## config.mk

```make
export PLATFORM = sky130hd
export DESIGN_NAME = serial_bin_tx
export DESIGN_NICKNAME = d
export VERILOG_FILES = /design/src/rtl/serial_bin_pkg.sv /design/src/rtl/mod5_tracker.sv /design/src/rtl/serial_bin_tx.sv
export SDC_FILE = /design/constraint.sdc
export NUM_CORES = 1
export LEC_CHECK = 0
export ABC_AREA = 0
export CAP_MARGIN = 20
export CORE_UTILIZATION = 35
export DETAILED_ROUTE_END_ITERATION = 10
export PLACE_DENSITY_LB_ADDON = 0.3
export SLEW_MARGIN = 0
export SYNTH_ARGS = -nofsm -noshare
export SYNTH_HDL_FRONTEND = slang
export SYNTH_SLANG_ARGS = --single-unit
```

## constraint.sdc

```tcl
create_clock -name clk -period 1.93 [get_ports clk]
set_clock_uncertainty 0.1 [all_clocks]
set_input_delay 0.386 -clock clk [delete_from_list [all_inputs] [get_ports clk]]
set_output_delay 0.386 -clock clk [all_outputs]
set_load 0.05 [all_outputs]
```

## src/rtl/serial_bin_pkg.sv

```systemverilog
// Shared types and helpers for the serial binary transmitter.
// Holds the FSM state encoding, the mod-5 remainder type and the
// single-step remainder update used by both RTL and the bench model.
package serial_bin_pkg;

    localparam int unsigned MOD = 5;

    typedef enum logic [1:0] {
        ST_IDLE  = 2'd0,
        ST_SHIFT = 2'd1,
        ST_DONE  = 2'd2
    } state_t;

    typedef logic [2:0] rem_t;

    // (2*r + b) mod 5 for r in 0..4; the 4-bit sum peaks at 9, so one
    // conditional subtract is enough.
    function automatic rem_t mod5_step(rem_t r, logic b);
        logic [3:0] t;
        t = {r, 1'b0} + 4'(b);
        if (t >= 4'(MOD)) begin
            t = t - 4'(MOD);
        end
        return t[2:0];
    endfunction

endpackage

```

## src/rtl/mod5_tracker.sv

```systemverilog
// Running mod-5 remainder of an MSB-first serial bit stream.
// Ports: clk, rst_n (async, active-low), clr (zero the remainder),
// en (fold bit_in into the remainder), bit_in, rem (registered, 0..4).
module mod5_tracker
    import serial_bin_pkg::*;
(
    input  logic       clk,
    input  logic       rst_n,
    input  logic       clr,
    input  logic       en,
    input  logic       bit_in,
    output logic [2:0] rem
);

    rem_t rem_q;
    rem_t rem_d;

    // Clear wins over a step so a new frame always starts from zero.
    always_comb begin
        rem_d = rem_q;
        if (clr) begin
            rem_d = '0;
        end else if (en) begin
            rem_d = mod5_step(rem_q, bit_in);
        end
    end

    always_ff @(posedge clk or negedge rst_n) begin
        if (!rst_n) begin
            rem_q <= '0;
        end else begin
            rem_q <= rem_d;
        end
    end

    assign rem = rem_q;

endmodule

```

## src/rtl/serial_bin_tx.sv

```systemverilog
// Parallel-to-serial transmitter feeding the divisibility-by-5 detector.
// Loads a len-bit operand and sends it MSB-first, one bit per clock,
// while tracking the mod-5 remainder of the bits already sent.
// Ports: clk, rst_n; start/data_in/len (frame request, taken in IDLE);
// abort (cancel during SHIFT); ready (IDLE decode); serial_op/serial_vld/
// sof (registered bit stream); done (pulse after last bit); rem (running
// remainder); div5 (rem==0 qualified by done).
module serial_bin_tx
    import serial_bin_pkg::*;
#(
    parameter int unsigned WIDTH = 8,
    parameter int unsigned LEN_W = $clog2(WIDTH + 1)
) (
    input  logic             clk,
    input  logic             rst_n,
    input  logic             start,
    input  logic [WIDTH-1:0] data_in,
    input  logic [LEN_W-1:0] len,
    input  logic             abort,
    output logic             ready,
    output logic             serial_op,
    output logic             serial_vld,
    output logic             sof,
    output logic             done,
    output logic [2:0]       rem,
    output logic             div5
);

    localparam logic [1:0] S_IDLE  = 2'(ST_IDLE);
    localparam logic [1:0] S_SHIFT = 2'(ST_SHIFT);
    localparam logic [1:0] S_DONE  = 2'(ST_DONE);

    logic [1:0]       state_q, state_d;
    logic [WIDTH-1:0] sreg_q, sreg_d;
    logic [LEN_W-1:0] cnt_q, cnt_d;
    logic             op_q, op_d;
    logic             vld_q, vld_d;
    logic             sof_q, sof_d;
    logic             done_q, done_d;

    logic             len_ok_c;
    logic [WIDTH-1:0] load_val_c;
    logic             trk_clr_c;
    logic             trk_en_c;

    // Operand shifted so bit len-1 sits at the MSB; upper garbage drops off.
    assign len_ok_c   = (len != '0) && (32'(len) <= WIDTH);
    assign load_val_c = data_in << (LEN_W'(WIDTH) - len);

    // Next-state and next-output logic.
    always_comb begin
        state_d   = state_q;
        sreg_d    = sreg_q;
        cnt_d     = cnt_q;
        op_d      = 1'b0;
        vld_d     = 1'b0;
        sof_d     = 1'b0;
        done_d    = 1'b0;
        trk_clr_c = 1'b0;
        trk_en_c  = 1'b0;

        case (state_q)
            S_IDLE: begin
                if (start && len_ok_c) begin
                    // First bit goes straight to the output flop; the
                    // shift register keeps only the bits still to come.
                    state_d   = S_SHIFT;
                    op_d      = load_val_c[WIDTH-1];
                    sreg_d    = load_val_c << 1;
                    cnt_d     = len;
                    vld_d     = 1'b1;
                    sof_d     = 1'b1;
                    trk_clr_c = 1'b1;
                end
            end
            S_SHIFT: begin
                // The bit on the wire this cycle is counted even on abort.
                trk_en_c = 1'b1;
                cnt_d    = cnt_q - LEN_W'(1);
                if (abort) begin
                    state_d = S_IDLE;
                    sreg_d  = '0;
                    cnt_d   = '0;
                end else if (cnt_q == LEN_W'(1)) begin
                    state_d = S_DONE;
                    done_d  = 1'b1;
                end else begin
                    op_d   = sreg_q[WIDTH-1];
                    sreg_d = sreg_q << 1;
                    vld_d  = 1'b1;
                end
            end
            S_DONE: begin
                state_d = S_IDLE;
            end
            default: begin
                state_d = S_IDLE;
            end
        endcase
    end

    // State and output registers.
    always_ff @(posedge clk or negedge rst_n) begin
        if (!rst_n) begin
            state_q <= S_IDLE;
            sreg_q  <= '0;
            cnt_q   <= '0;
            op_q    <= 1'b0;
            vld_q   <= 1'b0;
            sof_q   <= 1'b0;
            done_q  <= 1'b0;
        end else begin
            state_q <= state_d;
            sreg_q  <= sreg_d;
            cnt_q   <= cnt_d;
            op_q    <= op_d;
            vld_q   <= vld_d;
            sof_q   <= sof_d;
            done_q  <= done_d;
        end
    end

    mod5_tracker u_trk (
        .clk    (clk),
        .rst_n  (rst_n),
        .clr    (trk_clr_c),
        .en     (trk_en_c),
        .bit_in (op_q),
        .rem    (rem)
    );

    assign ready      = (state_q == S_IDLE);
    assign serial_op  = op_q;
    assign serial_vld = vld_q;
    assign sof        = sof_q;
    assign done       = done_q;
    assign div5       = done_q && (rem == 3'd0);

endmodule

```

==> results of run 1 <==
-- Yosys cell counts (2+ instances only) --
master     count  area [sq um]
a32o_1         2          20.0
a21oi_1        3          15.0
dfrtp_1       20           500
inv_1          9          33.8
nand2b_1       5          31.3
nor3b_1        2          15.0
or3b_1         2          17.5
nor2_1         5          18.8
mux2_2         6          67.6
nand2_1        4          15.0
clkbuf_1       6          22.5
o21ai_0        3          15.0
mux2i_1       10           100
o31ai_1        5          37.5
nor3_1         5          25.0
a21o_1         2          15.0
xnor2_1        4          35.0
a22oi_1        2          15.0
o2bb2ai_1      2          17.5
nand3_1        5          25.0
mux4_2         2          45.0
ha_1           5          62.6
-- registers in the layout, indices dropped and copies added, names as in the netlist --
signal,count
sreg_q,7
cnt_q,4
serial_vld,1
state_q,2
u_trk.rem,3
done,1
sof,1
serial_op,1
-- per-stage QoR --
step,worst slack (ps),utilization [%],cell area (sq um),TNS [ps]
after global routing,3.19,54.4,2010,0
final,68.3,54.4,2010,0
after detailed placement,-456,50.6,1870,-6420
after CTS,0.265,53.3,1970,0
after global placement,-443,50.6,1870,-5710
after floorplan,-23.8,-,1410,-95.1
-- where the power goes --
group / internal, mW / total, mW / switching, mW
clock: 0.277 / 0.410 / 0.134
combinational: 0.530 / 1.10 / 0.573
sequential: 0.549 / 0.673 / 0.124
total: 1.36 / 2.19 / 0.831
-- worst max-delay path by stage --
stage / to / startpoint / depth (start not counted) / slack [ps]
after detailed placement: sreg_q[3] / len[0] / 7 / -460
after global routing: cnt_q[1] / len[1] / 9 / 3
after CTS: sreg_q[7] / abort / 5 / 0.3
final: sreg_q[7] / abort / 5 / 70
after global placement: serial_op / len[0] / 6 / -440
after floorplan: sreg_q[2] / cnt_q[1] / 7 / -20
-- critical path, cell delays in order --
cell and delay (ps):
clkdlybuf4s50_1 420, or3b_4 430, o21ba_4 260, nand2_8 80, mux2_2 330
-- logic make-up (layout without fill, tap and decap cells) --
group,Yosys count,after routing
compound gates,31,31
mux,18,18
buf+inv,17,68
fa+ha+maj,5,5
flops,20,20
simple gates,37,37
xor+xnor,5,5
-- what timing repair did --
action | in CTS | in global routing
endpoints found under the setup margin | 14 | 11
pin swaps | 2 | 1
hold buffers | 0 | 0
gates resized for setup | 10 | 4
setup buffers | 1 | 3
-- metal layers --
layer  global-route usage (%)  wire length [um]  vias to the layer above
li1                         -                 -                      596
met1                     20.7              1470                      612
met2                     35.8              1860                       33
met3                     4.29               124                        2
met4                     2.50                11                        0
met5                        0                 0                        -
-- area by class of cell --
class	count	area [sq um]	share of cell area [%]
multi-input cells	96	871	43.4
flip-flops and latches	20	502	25.0
repair buffers	55	470	23.4
well taps	48	60.1	2.99
clock buffers	3	41.3	2.06
inverters	9	33.8	1.68
clock inverters	1	30.0	1.50
==> results.cfg, run 1 <==
[floorplanning]
die_h_um = 64.1
core_area_sq_um = 3690
chipWidth_um = 64.1
rows = 22
start_util_pct = 36.6
die-area_sq_um = 4110
io_pins = 25

[placed_design]
place_inst = 224
routabilityCongestion = 0.853
hpwl_mm = 2.76
portBuffers = 24

[logic_synthesis]
synth_fp_nets = 154
synth_seq_cells = 20
yosysWarnings = 0
synth_edf_count = 0
avgSynthCellArea_sq_um = 10.2
synthSimpleGateAreaFrac_pct = 16.3
ys_seq_area_share_pct = 37.1
synthFlopType = dfrtp_1
synth_top_family_by_area = compound AO/OA/AOI/OAI gates
syn_area_sq_um = 1350
synthArstFlopShare_pct = 100
synth_mux_area_share_pct = 15.8
synth.distinct_cells = 46
synth_compound_area_share_pct = 17.6
synth_fa_ha_area_share_pct = 4.63
synth-xor-area-share_pct = 3.24
synthCells = 133

[timing]
hold_viol = 0
fin_crit_sh_pct = 96.5
worst_pin_slew_ps = 356
setup_violations = 0
rsz0062_at_grt = false
fmax_mhz = 537
slew_viol_final = 0
hold_ws_ps = 373
relSlewSlack_pct = 75.6
fin_crit_ps = 1860

[setup_path]
worstPathRequired_ps = 1970
reg2reg_from = cnt_q[1]
cp.arrival_ps = 1910
r2r_cells = 6
crit_type = in -> reg
rrSetupSlack_ps = 70
cp_max_fo = 7
cp-end-kind = register
start_kind = primary input
crit-reg2reg-capture = sreg_q[7]

[power_and_ir_drop]
totalPowerFinal_mw = 2.19
p_per_area_nw_per_um2 = 1090
max-vdd-ir-drop_uv = 519
p_leak_nw = 0.921

[global_routing]
grt_first_pass_wirelength_mm = 5.82
grt_pass1_vias = 1260
grtUsageTotal_pct = 18.5
grt.overflow.total = 0
antenna_found_initial = 0
grt_max_degree = 21

[clock_network]
clock_tree.htree_level_count = 1
cts_buffers = 3
clockBufferDepth = 2
clk_latency_ps = 250
path_clk_slew_ps = 70
cts_tree = built
clock_sinks = 20
cts_root_buffer = clkbuf_8

[route]
first_pass_iters = 4
drcViolationCount = 0
drtIter0Drc = 58
routed_via_density = 5.36
wire_per_inst_um = 14.9
totalWireLength_mm = 3.46
num_vias = 1243
ant_nets = 0

[final_layout]
final_cell_count_no_fill = 232
antenna_cells = 0
drive_gt1_share_pct = 37.0
nets = 206
final_cell_mix = 38 x buf_4, 19 x dfrtp_1, 11 x clkdlybuf4s50_1, 10 x mux2i_1, 7 x inv_1
syn2layout_area_growth_pct = 48.7
fill_cells = 339
layout_commonest_cell = buf_4

[flow_run]
cap_violations = 0

[hold_path]
hold_path_class = in -> async

[run_status]
outcome = complete, no violations
Power figures use the tool's default switching activity.
==> run 2: changes to the inputs <==
--- a/config.mk
+++ b/config.mk
@@ -10,6 +10,7 @@
 export CORE_UTILIZATION = 35
 export DETAILED_ROUTE_END_ITERATION = 10
 export PLACE_DENSITY_LB_ADDON = 0.3
+export REMOVE_ABC_BUFFERS = 1
 export SLEW_MARGIN = 0
 export SYNTH_ARGS = -nofsm -noshare
 export SYNTH_HDL_FRONTEND = slang
==> results.cfg, run 2 (synthesized netlist as in run 1, its figures left out) <==
[setup_path]
crit_type = in -> reg
critical_path.startpoint = abort
worstPathRequired_ps = 2030
reg2reg_from = cnt_q[1]
cp_max_fo = 4
crit_chain = clkdlybuf4s50_1 > or3b_1 > buf_4 > or4_1 > o21ai_1 > a221o_2
crit_end = cnt_q[3]
cp-end-kind = register
slowest_stage = clkdlybuf4s50_1
rrSetupSlack_ps = 60
r2r_cells = 6
crit-reg2reg-capture = sreg_q[7]
cp.arrival_ps = 2040
start_kind = primary input
slowest_delay_ps = 440

[clock_network]
cts_tree = built
path_clk_slew_ps = 70
cts_hold_buffers = 0
clk_latency_ps = 260
cts_buffers = 3
clock_sinks = 20
clockBufferDepth = 2
cts_root_buffer = clkbuf_8
clock_tree.htree_level_count = 1

[timing]
rsz0062_at_grt = true
fin_crit_ps = 1940
setup_violations = 1
fmax_mhz = 517
slew_viol_final = 0
hold_ws_ps = 368
layout_setup_ws_ps = -5.76
fin_crit_sh_pct = 100
relSlewSlack_pct = 74.8
worst_pin_slew_ps = 375
hold_viol = 0

[final_layout]
nets = 207
syn2layout_area_growth_pct = 44.3
fill_cells = 344
layout_commonest_cell = buf_4
regMostFlops = sreg_q
antenna_cells = 0
final_cell_mix = 39 x buf_4, 20 x dfrtp_1, 11 x clkdlybuf4s50_1, 10 x mux2i_1, 9 x inv_1
largest_register_ffs = 7
drive_gt1_share_pct = 34.8
utilization_pct = 52.8
final_cell_count_no_fill = 232

[floorplanning]
core_area_sq_um = 3690
io_pins = 25
chipWidth_um = 64.1
die-area_sq_um = 4110
die_h_um = 64.1
rows = 22
start_util_pct = 36.6

[route]
totalWireLength_mm = 3.45
drtIter0Drc = 59
routed_via_density = 5.37
wire_per_inst_um = 14.9
num_vias = 1245
drcViolationCount = 0
first_pass_iters = 4
ant_nets = 0

[global_routing]
grt_pass1_vias = 1235
antenna_found_initial = 0
grt_first_pass_wirelength_mm = 5.88
grt.overflow.total = 0
grtUsageTotal_pct = 18.6
grt_max_degree = 21

[run_status]
violations = setup timing
outcome = complete, but fails checks

[placed_design]
place_inst = 224
portBuffers = 24
routabilityCongestion = 0.855
hpwl_mm = 2.71

[power_and_ir_drop]
max-vdd-ir-drop_uv = 299
totalPowerFinal_mw = 2.01
p_per_area_nw_per_um2 = 1030
p_leak_nw = 0.907

[flow_run]
cap_violations = 0

[hold_path]
hold_path_class = in -> async
==> run 2: metrics by stage <==
step                      setup slack, ps  TNS, ps  cell area (sq um)
after detailed placement             -493    -7320               1820
after global placement               -447    -5970               1820
after floorplan                      -883     -925               1310
after global routing                -22.9    -23.8               1950
after CTS                           -13.3    -13.3               1880
final                               -5.76    -5.76               1950
==> run 2: timing repair <==
action / CTS / global route
buffers inserted: 1 / 4
endpoints found under the setup margin: 18 / 13
gates resized for setup: 9 / 8
endpoints found under the hold margin: 0 / 0
pin swaps: 4 / 6
==> run 2: worst min-delay path by stage <==
stage / end / slack, ps / cells after the start
after floorplan: cnt_q[0] / -10 / 0
after global placement: sreg_q[7] / 390 / 1
after detailed placement: sreg_q[4] / 400 / 1
after CTS: u_trk.rem[0] / 380 / 2
after global routing: sreg_q[6] / 400 / 2
final: sreg_q[3] / 370 / 2
==> run 2: metal layers <==
metal | part of all wire [%] | global-route usage, % | wire length, um
met4 | 1.0 | 6.67 | 36
met3 | 3.1 | 1.61 | 107
met5 | 0 | 0 | 0
met1 | 43 | 23.0 | 1480
met2 | 53 | 33.5 | 1820
==> run 2: layout make-up <==
class,count,area (sq um),share of cell area (%)
repair buffers,56,479,24.6
clock buffers,3,41.3,2.12
inverters,9,33.8,1.73
well taps,48,60.1,3.08
multi-input cells,96,833,42.8
flip-flops and latches,20,500,25.7
==> run 2: report_power, final <==
| part | switching (mW) | leakage, nW | internal [mW] |
|---|---|---|---|
| Sequential | 0.104 | 0.263 | 0.547 |
| Clock | 0.134 | 0.0216 | 0.139 |
| Combinational | 0.570 | 0.623 | 0.518 |
| Total | 0.808 | 0.907 | 1.20 |
==> run 2: worst max-delay path, delay by kind of cell <==
kind / cells / cell delay (ps)
simple gates: 2 / 780
buf+inv: 2 / 610
compound gates: 2 / 270
==> run 3: changes to the inputs <==
==> constraint.sdc (replaced) <==
create_clock -name clk -period 2.2 [get_ports clk]
set_clock_uncertainty 0.1 [all_clocks]
set_input_delay 0.44 -clock clk [delete_from_list [all_inputs] [get_ports clk]]
set_output_delay 0.44 -clock clk [all_outputs]
set_load 0.05 [all_outputs]
==> results.cfg, run 3 (synthesized netlist as in run 1, its figures left out) <==
[placed_design]
portBuffers = 24
routabilityCongestion = 0.863
hpwl_mm = 2.54
post-place-ws_ps = -344

[timing]
hold_viol = 0
layout_setup_ws_ps = 135
fin_crit_sh_pct = 93.8
relSlewSlack_pct = 63.5
fin_crit_ps = 2060
worst_pin_slew_ps = 540
rsz0062_at_grt = false
fmax_mhz = 484
setup_violations = 0
slew_viol_final = 0
final.setup.tns_ps = 0

[final_layout]
syn2layout_area_growth_pct = 39.6
layout_commonest_cell = buf_4
nets = 200
regMostFlops = sreg_q
fill_cells = 372
drive_gt1_share_pct = 26.4
antenna_cells = 0
multi_input_area_sq_um = 791
seqCellArea_sq_um = 500
largest_register_ffs = 7
final_cell_mix = 25 x buf_4, 20 x dfrtp_1, 20 x clkdlybuf4s50_1, 9 x inv_1, 9 x mux2i_1

[setup_path]
critical_path.startpoint = len[2]
slowest_stage = clkdlybuf4s50_1
critPathTopFamily = simple AND/OR/NAND/NOR gates
crit_chain = clkdlybuf4s50_1 > or4_4 > and3_4 > a32o_1 > mux2_2
worstPathRequired_ps = 2250
crit_type = in -> reg
start_kind = primary input
cp.arrival_ps = 2110
cp-end-kind = register
slowest_delay_ps = 510
cp_max_fo = 4
path_buf_inv = 1
reg2reg_from = cnt_q[1]

[clock_network]
cts_root_buffer = clkbuf_8
clk_latency_ps = 260
cts_setup_buffers = 0
clock_sinks = 20
cts_tree = built
clock_tree.htree_level_count = 1
path_clk_slew_ps = 70
clockBufferDepth = 2
cts_buffers = 3

[floorplanning]
rows = 22
io_pins = 25
core_area_sq_um = 3690
chipWidth_um = 64.1
die_h_um = 64.1
die-area_sq_um = 4110
start_util_pct = 36.6

[route]
wire_per_inst_um = 13.9
first_pass_iters = 4
drcViolationCount = 0
totalWireLength_mm = 3.15
drtIter0Drc = 49
ant_nets = 0
routed_via_density = 5.23
num_vias = 1183

[power_and_ir_drop]
max-vdd-ir-drop_uv = 244
totalPowerFinal_mw = 1.70
p_leak_nw = 0.857
p_per_area_nw_per_um2 = 904

[global_routing]
grt_first_pass_wirelength_mm = 5.26
grt.overflow.total = 0
antenna_found_initial = 0
grt_pass1_vias = 1175
grtUsageTotal_pct = 16.6
grt_max_degree = 21

[run_status]
outcome = complete, no violations

[flow_run]
cap_violations = 0

[hold_path]
hold_path_class = in -> async
run 3: cell count changes in the layout (fill, tap and decap cells not counted), moves of 2 or more:
cell	before	now
clkdlybuf4s50_1	11	20
buf_4	39	25
dlygate4sd2_1	3	0
dlymetal6s2s_1	0	2
run 3: final cells by class:
type,instances,share of cell area (%)
tap,48,3.19
multi-input combinational,96,42.0
clock buffer,4,2.92
sequential,20,26.6
timing repair buffer,49,23.6
inverter,9,1.79
run 3: per-stage QoR:
stage,utilization (%),area (sq um),instances,hold WS (ps)
after global placement,49.0,1810,222,387
after CTS,50.7,1870,226,417
after floorplan,-,1310,125,44.4
after detailed placement,49.0,1810,222,396
final,51.1,1880,226,417
after global routing,51.1,1880,226,435
run 3: worst paths after layout:
path | cells past startpoint | endpoint | slack [ps]
hold / removal | 2 | sreg_q[4] | 420
hold reg to reg | 1 | sreg_q[3] | 420
max in group asynchronous | 2 | u_trk.rem[2] | 1370
setup reg to reg | 6 | sreg_q[7] | 240
min in group clk | 1 | sreg_q[3] | 420
setup / recovery | 5 | sreg_q[3] | 140
run 3: power breakdown:
part           switching (mW)  internal [mW]  leakage (nW)
Combinational           0.459          0.397         0.566
Clock                   0.120          0.159        0.0288
Sequential             0.0879          0.480         0.263
Total                   0.668           1.04         0.857
run 3: what timing repair did:
| item | in CTS | in global routing |
|---|---|---|
| gates resized for setup | 2 | 4 |
| hold buffers | 0 | 0 |
| setup endpoints to repair | 4 | 6 |
| pin swaps | 1 | 2 |
run 3: layer usage:
layer	vias to the layer above	track usage (%)	wire [um]
met5	-	0	0
met4	0	6.67	53
met3	5	1.79	95
met2	32	29.5	1540
met1	564	20.4	1450
li1	582	-	-
